### src/rtl/frame_reader.sv
`default_nettype none
// ----------------------------------------------------------------------------
// frame_reader: Wishbone reader that streams one frame buffer as valid/ready
// pixels. Revision: 1.0
// ----------------------------------------------------------------------------
module frame_reader #(
  parameter int ADDR_WIDTH = 16,
  parameter int DATA_WIDTH = 32,
  parameter int BUF_WORDS  = 64
) (
  input  logic                  clk,
  input  logic                  reset,
  output logic [ADDR_WIDTH-1:0] wbm_address,
  output logic [DATA_WIDTH-1:0] wbm_writedata,
  input  logic [DATA_WIDTH-1:0] wbm_readdata,
  output logic                  wbm_strobe,
  output logic                  wbm_cycle,
  output logic                  wbm_write,
  input  logic                  wbm_ack,
  input  logic [DATA_WIDTH-1:0] buf_id,
  input  logic                  start_read,
  output logic                  frame_done,
  output logic                  busy,
  output logic [DATA_WIDTH-1:0] pix_data,
  output logic                  pix_valid,
  input  logic                  pix_ready,
  output logic                  pix_last
);

  typedef enum logic [1:0] {
    IDLE = 2'd0,
    READ = 2'd1,
    OUT  = 2'd2,
    DONE = 2'd3
  } state_t;

  localparam int                  PROD_W   = ADDR_WIDTH + DATA_WIDTH;
  localparam logic [ADDR_WIDTH-1:0] LAST_IDX = ADDR_WIDTH'(BUF_WORDS - 1);

  state_t                  state;
  state_t                  state_next;
  logic [ADDR_WIDTH-1:0]   base;
  logic [ADDR_WIDTH-1:0]   index;
  logic [PROD_W-1:0]       base_prod;
  logic                    unused_prod;

  // Only the low ADDR_WIDTH bits of the product matter: addressing wraps.
  assign base_prod   = PROD_W'(buf_id) * PROD_W'(BUF_WORDS);
  assign unused_prod = ^base_prod;

  always_ff @(posedge clk or negedge reset) begin
    if (!reset) begin
      state <= IDLE;
    end else begin
      state <= state_next;
    end
  end

  always_comb begin
    state_next = state;
    case (state)
      IDLE: if (start_read) state_next = READ;
      READ: if (wbm_ack) state_next = OUT;
      OUT:  if (pix_ready) state_next = pix_last ? DONE : READ;
      DONE: if (!start_read) state_next = IDLE;
      default: state_next = IDLE;
    endcase
  end

  always_ff @(posedge clk or negedge reset) begin
    if (!reset) begin
      base      <= '0;
      index     <= '0;
      pix_data  <= '0;
      pix_valid <= 1'b0;
      pix_last  <= 1'b0;
    end else begin
      case (state)
        IDLE: begin
          if (start_read) begin
            base  <= base_prod[ADDR_WIDTH-1:0];
            index <= '0;
          end
        end
        READ: begin
          if (wbm_ack) begin
            pix_data  <= wbm_readdata;
            pix_valid <= 1'b1;
            pix_last  <= (index == LAST_IDX);
          end
        end
        OUT: begin
          if (pix_ready) begin
            pix_valid <= 1'b0;
            pix_last  <= 1'b0;
            if (!pix_last) index <= index + ADDR_WIDTH'(1);
          end
        end
        default: ;
      endcase
    end
  end

  assign wbm_cycle     = (state == READ);
  assign wbm_strobe    = (state == READ);
  assign wbm_write     = 1'b0;
  assign wbm_writedata = '0;
  assign wbm_address   = (state == READ) ? (base + index) : '0;
  assign frame_done    = (state == DONE);
  assign busy          = (state != IDLE);

endmodule
`default_nettype wire

### config.mk
export PLATFORM = sky130hd
export DESIGN_NAME = frame_reader
export DESIGN_NICKNAME = d
export VERILOG_FILES = /design/src/rtl/frame_reader.sv
export SDC_FILE = /design/constraint.sdc
export NUM_CORES = 1
export LEC_CHECK = 0
export CAP_MARGIN = 20
export CELL_PAD_IN_SITES_DETAIL_PLACEMENT = 1
export CELL_PAD_IN_SITES_GLOBAL_PLACEMENT = 1
export CORE_UTILIZATION = 32
export CTS_BUF_LIST = sky130_fd_sc_hd__clkbuf_4 sky130_fd_sc_hd__clkbuf_8
export DETAILED_ROUTE_END_ITERATION = 8
export PLACE_DENSITY_LB_ADDON = 0.1
export SYNTH_ARGS = -nofsm -noshare
export SYNTH_HDL_FRONTEND = slang
export SYNTH_SLANG_ARGS = --single-unit
### constraint.sdc
create_clock -name clk -period 2.65 [get_ports clk]
set_input_delay 0.3975 -clock clk [delete_from_list [all_inputs] [get_ports clk]]
set_output_delay 0.3975 -clock clk [all_outputs]
set_load 0.05 [all_outputs]
# Yosys cells after proc, flatten, opt, wreduce, memory -nomap -nowiden
# Index checks and enable logic that the tools add are counted.
[totals]
output_inout_bits = 87
input_bits = 69
ff_bits = 62
[classes]
addsub = 2
eq_ne = 9
mux = 16
reduce_logical = 9
[ops]
columns = ["operator", "count"]
rows = [
  ["$mux W16", 4],
  ["$pmux W16 S2", 1],
  ["$add A16 B1 Y16 const B", 1],
  ["$add A16 B16 Y16", 1],
  ["$eq A16 B6 Y1 const B", 1],
  ["$mux W2", 5],
  ["$ne A2 B2 Y1 const B", 4],
  ["$pmux W2 S4", 1],
  ["$reduce_and A4 Y1", 2],
  ["$reduce_bool A2 Y1", 3],
  ["$eq A2 B2 Y1 const B", 2],
  ["$pmux W1 S2", 2],
  ["$reduce_and A2 Y1", 2],
  ["$mux W1", 3],
  ["$reduce_and A3 Y1", 1],
  ["$eq A2 B1 Y1 const B", 1],
  ["$logic_not A2 Y1", 1],
  ["$ne A2 B1 Y1 const B", 1],
]

# Longest topological paths before layout
# Gate-level depths: netlist of run 1.
[depth]
depth_word = 4
ltp_mapped = 8

# Worst setup path after synthesis of run 1
# OpenSTA, ideal clock, no wires.
[synth_timing]
path_kind = "reg-to-output"
from = "register index[6]"
to = "output wbm_address[14]"
required_ns = 2.253
path_buffers = 0
arrival_ns = 2.769
stages_incl_launch_ff = 9
slack_ns = -0.517
path_cell_list = "dfrtp_1 ha_1 inv_1 fa_1 nor2b_1 o31a_1 o41a_1 o21ai_0 nor3b_1"
[synth_between]
elab_chain_len = 2
[synth_lines]
columns = ["element", "line_no", "text"]
rows = [
  ["from (decl)", "43", "logic [ADDR_WIDTH-1:0] index;"],
  ["from (signal assigned)", "96", "if (!pix_last) index <= index + ADDR_WIDTH'(1);"],
  ["$add A16 B16 Y16", "108", "assign wbm_address = (state == READ) ? (base + index) : '0;"],
  ["$mux W16", "108", ""],
  ["to (decl)", "13", "output logic [ADDR_WIDTH-1:0] wbm_address,"],
]
# No other way between the ends.

# Worst setup path in the final report of run 1
[layout_timing]
from = "register base[6]"
to = "output wbm_address[14]"
[layout_between]
elab_chain_len = 2
[layout_lines]
columns = ["element", "line_no", "text"]
rows = [
  ["from (decl)", "42", "logic [ADDR_WIDTH-1:0] base;"],
  ["from (signal assigned)", "81", "base <= base_prod[ADDR_WIDTH-1:0];"],
  ["$add A16 B16 Y16", "108", ""],
  ["$mux W16", "108", ""],
]
# No other way between the ends.

==> results of run 1 <==
==> synthesized netlist by cell type (all sizes together) <==
cell     count
dfrtp       62
mux2        42
buf         40
nor2        23
nand2       15
a21oi       12
inv         11
ha          10
o21ai       10
xnor2       10
and2         8
nor3         8
nand3        6
xor2         6
a21o         3
and3         3
and4         3
nand4        3
nor2b        3
o21a         3
a211oi       2
clkbuf       2
nand2b       2
nor3b        2
nor4         2
or3          2
a2111o       1
a2111oi      1
a31oi        1
conb         1
fa           1
nand3b       1
nand4b       1
o211ai       1
o31a         1
o41a         1
or2          1
==> layout by cell type (no fill, tap or decap), drive strengths merged, types with 8 or more instances in the layout <==
cell type	netlist	final
buf	40	33
conb	1	33
mux2	42	42
inv	11	12
dfrtp	62	62
nor3	8	8
o21ai	10	10
and2	8	8
clkbuf	2	10
ha	10	10
xnor2	10	10
nor2	23	23
clkdlybuf4s50	0	81
nand2	15	15
a21oi	12	12
==> registers in the layout, summed over array words and instances (netlist names) <==
signal,cells
pix_valid,1
pix_last,1
base,10
pix_data,32
state,2
index,16
==> timing repair <==
item | 4_1_cts | 5_1_grt
resized for setup | 14 | 5
setup endpoints to repair | 5 | 5
pin swaps | 7 | 6
gates cloned | 0 | 0
setup buffers | 6 | 1
==> power by group <==
group	switching (mW)	internal, mW	total (mW)
logic	2.26	1.44	3.70
registers	0.263	1.32	1.58
clock network	0.408	0.465	0.873
==> worst max path at each step <==
stage,startpoint,endpoint,slack [ns],cells after the start
after global routing,base[6],wbm_address[14],-0.32,9
after global placement,index[8],wbm_address[14],0.16,7
final,base[6],wbm_address[14],-0.17,9
after CTS,base[6],wbm_address[12],-0.20,10
after detailed placement,index[6],wbm_address[14],0.10,9
after floorplan,index[6],wbm_address[14],-0.03,8
==> per-stage QoR <==
step           worst slack [ns]  total power, mW  area (sq um)  cells
2_1_floorplan          -0.02581            3.967          3477    336
5_1_grt                 -0.3216            6.481          4882    557
3_5_place_dp             0.1028            5.212          4523    534
6_report                -0.1674            6.157          4882    557
3_3_place_gp             0.1582            5.157          4523    534
4_1_cts                 -0.2038            6.183          4846    556
==> critical path: stages (launching register included) <==
cell                      delay [ns]
sky130_fd_sc_hd__dfrtp_1        0.38
sky130_fd_sc_hd__ha_2           0.20
sky130_fd_sc_hd__inv_2          0.06
sky130_fd_sc_hd__fa_2           0.20
sky130_fd_sc_hd__nor2b_2        0.05
sky130_fd_sc_hd__o31a_1         0.30
sky130_fd_sc_hd__o41a_1         0.35
sky130_fd_sc_hd__o21ai_1        0.11
sky130_fd_sc_hd__nor3b_2        0.25
sky130_fd_sc_hd__buf_12         0.17
==> routing by layer <==
metal	up-vias	part of all wire [%]	track usage, %
met2	82	50	26.00
li1	1202	-	-
met4	0	1.3	4.898
met1	1273	41	18.74
met3	14	7.1	5.827
met5	-	0	0
==> cell families after synthesis <==
group	share of synthesized area (%)
AND/OR/NAND/NOR	13.10
flip-flops	46.55
buffers and inverters	10.21
multiplexers	14.19
AO/OA/AOI/OAI	7.282
XOR/XNOR	4.204
adder cells (fa/ha/maj)	4.354
other	0.1125
==> cell type report <==
class / count / area, sq um / area share [%]
multi-input combinational: 221 / 1679 / 34.39
sequential: 62 / 1553 / 31.80
timing repair buffer: 114 / 1235 / 25.29
tap: 133 / 166.4 / 3.409
clock buffer: 10 / 137.6 / 2.819
clock inverter: 6 / 70.07 / 1.435
inverter: 11 / 41.29 / 0.8457
==> impl_metrics.json, run 1 <==
{
  "status": "complete, but fails checks",
  "violations": "setup timing",
  "place.gp.congestion": 0.7412,
  "arrival_ns": 2.42,
  "setup.worst_path.end_class": "output pin",
  "clock_insertion_delay_worst_skew_ns": 0.34,
  "leakage_power_summed_over_all_cells_nw": 2.091,
  "ys_warn_count": 0,
  "final.fill_count": 1065,
  "routed_wl_mm": 8.210,
  "final_period_minus_worst_setup_slack_ns": 2.817,
  "setup_total_negative_slack_ns": -0.3039,
  "nets": 499,
  "synth_top_area_cell": "sky130_fd_sc_hd__dfrtp_1",
  "drive_above_1_share_pct": 26.89,
  "floorplan.core_area_sq_um": 9955,
  "grt_pass1_wl_mm": 13.50,
  "transition_time_at_the_pin_with_the_least_slew_margin_ns": 0.6787,
  "reg2reg_to": "pix_data[16]",
  "grt_antenna_before_repair": 0,
  "drt-vias-per-instance": 4.616,
  "io_pins": 156,
  "syn-cell-area_sq_um": 3333,
  "max_freq_mhz": 354.9,
  "power.density_cell_area_nw_per_um2": 1261,
  "worstHoldPathType": "in -> async",
  "dr_total_vias": 2571,
  "worst_clock_skew_on_the_final_layout_ns": 0.01035,
  "cts.root.buffer_cell": "sky130_fd_sc_hd__clkbuf_8",
  "critPathKind": "reg -> out",
  "reg2regPathDepth": 6,
  "synth.top_cells.by_area": "sky130_fd_sc_hd__dfrtp_1 47%, sky130_fd_sc_hd__mux2_2 14%, sky130_fd_sc_hd__buf_4 7.7%, sky130_fd_sc_hd__ha_1 3.8%, sky130_fd_sc_hd__xnor2_1 2.6%",
  "sum_of_overflow_across_all_layers_after_global_routing": 0,
  "grt.total_usage_pct": 15.66,
  "synth-seq-cells": 62,
  "fin_ws_ns": -0.1674,
  "r2r_setup_slack_ns": 0.73,
  "timing_max_transition_violations_final": 0,
  "slew-limit-headroom_pct": 54.75,
  "finalSetupViolCount": 2,
  "worst-path-max-fanout": 2,
  "critical_path_required_ns": 2.25,
  "pin_count_of_the_biggest_net_entering_global_routing": 37,
  "first_pass_iters": 4,
  "synth_sequential_area_ratio_pct": 46.55,
  "dr.first_iter.drc_count": 30,
  "placement.io_buffers": 100,
  "post-route-drc-count": 0,
  "r2r-start": "state[1]",
  "start_kind": "flop",
  "finalCritPeriodShare_pct": 106.3,
  "synthesis_to_finish_area_growth_pct": 46.47,
  "tritoncts": "yes",
  "start_util_pct": 33.48,
  "hold_violations": 0,
  "clockBufferDepth": 2,
  "layout.core_utilization_pct": 49.04,
  "netlist_instances": 304,
  "holdWs_ns": 0.08846,
  "vdd_ir_drop_max_mv": 0.5983,
  "num_rows": 36,
  "unrepaired_setup_endpoints_after_global_routing": "yes",
  "number_of_global_route_vias_before_repair": 2729,
  "die-height_microns": 104.1,
  "floorplan.die.width_microns": 104.1,
  "clock_tree.htree_level_count": 3,
  "post_cts_hold_buffer_count": 0,
  "max_cap_violation_count": 0,
  "diodes": 0,
  "clock_sink_count": 62,
  "wl_per_cell_microns": 14.74,
  "post_synth.cell_area_avg_sq_um": 10.96,
  "yosys.cell_types.count": 42,
  "clk_pin_slew_worst_paths_ns": 0.08,
  "synth_top_cell_area_share_pct": 46.55,
  "place_hpwl_mm": 5.874,
  "final_antenna_net_count": 0,
  "number_of_buffers_created_by_cts": 9,
  "fp.dieArea_sq_um": 10830
}
Note: power is estimated with default switching activity, not from simulation.
==> inputs of run 2 (changes only) <==
- SETUP_SLACK_MARGIN: unset -> 0.02
==> impl_metrics.json, run 2 (same netlist as run 1, synthesis figures left out) <==
{
  "place_hpwl_mm": 5.874,
  "placement.io_buffers": 100,
  "arrival_ns": 2.43,
  "max_cap_violation_count": 0,
  "leakage_power_summed_over_all_cells_nw": 2.097,
  "clk_pin_slew_worst_paths_ns": 0.08,
  "crit_family": "compound AO/OA/AOI/OAI gates",
  "cp.buffers_inverters": 2,
  "setup.worst_path.end_class": "output pin",
  "critical_path_required_ns": 2.25,
  "place.gp.congestion": 0.7412,
  "clock_tree.htree_level_count": 3,
  "holdWs_ns": 0.08875,
  "dr.first_iter.drc_count": 28,
  "flip_flop_count_of_the_largest_register_after_layout": 32,
  "tritoncts": "yes",
  "placement.setup.worst_slack_ns": 0.1028,
  "timing.critical_path.cells": "ha_2, inv_2, fa_2, nor2b_2, o31a_1, o41a_1, o21ai_1, nor3b_2, buf_12",
  "grt.total_usage_pct": 15.66,
  "timing.critical_path.slowest_cell_delay_ns": 0.38,
  "drive_above_1_share_pct": 27.06,
  "io_pins": 156,
  "largest-register": "pix_data",
  "num_rows": 36,
  "number_of_global_route_vias_before_repair": 2729,
  "final_antenna_net_count": 0,
  "post-route-drc-count": 0,
  "number_of_buffers_created_by_cts": 9,
  "die-height_microns": 104.1,
  "worst-path-max-fanout": 2,
  "unrepaired_setup_endpoints_after_global_routing": "yes",
  "transition_time_at_the_pin_with_the_least_slew_margin_ns": 0.6761,
  "pin_count_of_the_biggest_net_entering_global_routing": 37,
  "final_common_cell": "sky130_fd_sc_hd__clkdlybuf4s50_1",
  "synthesis_to_finish_area_growth_pct": 46.70,
  "status": "complete, but fails checks",
  "cts.root.buffer_cell": "sky130_fd_sc_hd__clkbuf_8",
  "finalSetupViolCount": 2,
  "start_util_pct": 33.48,
  "fp.dieArea_sq_um": 10830,
  "floorplan.core_area_sq_um": 9955,
  "worstHoldPathType": "in -> async",
  "final_period_minus_worst_setup_slack_ns": 2.827,
  "start_kind": "flop",
  "layout_top_registers": "pix_data x32, index x16, base x10",
  "worst_clock_skew_on_the_final_layout_ns": 0.01084,
  "slew-limit-headroom_pct": 54.93,
  "vdd_ir_drop_max_mv": 0.5983,
  "grt_antenna_before_repair": 0,
  "grt_pass1_wl_mm": 13.50,
  "final.fill_count": 1062,
  "clock_insertion_delay_worst_skew_ns": 0.34,
  "critPathKind": "reg -> out",
  "power.density_cell_area_nw_per_um2": 1260,
  "routed_wl_mm": 8.246,
  "max_freq_mhz": 353.7,
  "top_library_cells_by_usage_in_the_layout_fill_and_taps_aside": "81 x sky130_fd_sc_hd__clkdlybuf4s50_1, 61 x sky130_fd_sc_hd__dfrtp_1, 42 x sky130_fd_sc_hd__mux2_2",
  "finalCritPeriodShare_pct": 106.7,
  "critical_path.slowest_cell": "sky130_fd_sc_hd__dfrtp_1",
  "hold_violations": 0,
  "timing_max_transition_violations_final": 0,
  "dr_total_vias": 2574,
  "layout.core_utilization_pct": 49.12,
  "violations": "setup timing",
  "sum_of_overflow_across_all_layers_after_global_routing": 0,
  "diodes": 0,
  "first_pass_iters": 4,
  "clockBufferDepth": 2,
  "fin_ws_ns": -0.1770,
  "wl_per_cell_microns": 14.78,
  "clock_sink_count": 62,
  "floorplan.die.width_microns": 104.1,
  "drt-vias-per-instance": 4.613,
  "nets": 500
}
==> run 2: changes by cell type in the layout (fill, tap and decap cells not counted) <==
cell	change
sky130_fd_sc_hd__buf_4	+1
==> run 2: timing repair <==
item / in CTS / in global routing
pin swaps: 8 / 5
gates resized for setup: 14 / 5
endpoints found under the hold margin: 0 / 0
setup endpoints to repair: 5 / 5
buffers inserted: 6 / 2
hold buffers: 0 / 0
==> run 2: worst paths after layout <==
check                             start               to  slack (ns)  cells past startpoint
setup / recovery                base[6]  wbm_address[14]       -0.18                      9
hold / removal                    reset     pix_data[22]        0.09                      1
setup reg to reg               state[1]     pix_data[16]        0.73                      6
hold reg to reg            pix_data[30]     pix_data[30]        0.51                      1
max in group asynchronous         reset         index[9]        1.93                      2
min in group clk           pix_data[30]     pix_data[30]        0.51                      1
==> run 2: area by class of cell <==
| class | count | area, sq um | share of cell area (%) |
|---|---|---|---|
| clock inverters | 6 | 70.07 | 1.433 |
| repair buffers | 115 | 1242 | 25.41 |
| inverters | 11 | 41.29 | 0.8444 |
| well taps | 133 | 166.4 | 3.403 |
| clock buffers | 10 | 137.6 | 2.815 |
| multi-input cells | 221 | 1679 | 34.34 |
| flip-flops and latches | 62 | 1553 | 31.76 |
==> run 2: layer usage <==
| layer | vias up | share of wire, % | global-route usage (%) |
|---|---|---|---|
| li1 | 1204 | - | - |
| met1 | 1276 | 41 | 18.74 |
| met2 | 82 | 50 | 26.00 |
| met3 | 12 | 7.1 | 5.827 |
| met4 | 0 | 1.2 | 4.898 |
| met5 | - | 0 | 0 |
==> run 2: worst reg2reg max path: stages, from the launching register on <==
cell and delay (ns):
sky130_fd_sc_hd__dfrtp_1 0.52, sky130_fd_sc_hd__inv_1 0.14, sky130_fd_sc_hd__nand2_1 0.11, sky130_fd_sc_hd__inv_1 0.14, sky130_fd_sc_hd__nand2_1 0.10, sky130_fd_sc_hd__buf_4 0.39
sky130_fd_sc_hd__mux2_2 0.42
==> run 2: report_power, final <==
part | internal, mW | switching [mW]
registers | 1.32 | 0.263
clock network | 0.465 | 0.407
logic | 1.44 | 2.27
==> run 2: metrics by stage <==
| stage | instance area, sq um | instances | power, mW | TNS, ns |
|---|---|---|---|---|
| global route | 4890 | 558 | 6.483 | -0.7960 |
| global placement | 4523 | 534 | 5.157 | 0 |
| detailed placement | 4523 | 534 | 5.212 | 0 |
| CTS | 4846 | 556 | 6.185 | -0.3956 |
| finish | 4890 | 558 | 6.160 | -0.3231 |
| floorplan | 3477 | 336 | 3.967 | -0.02581 |
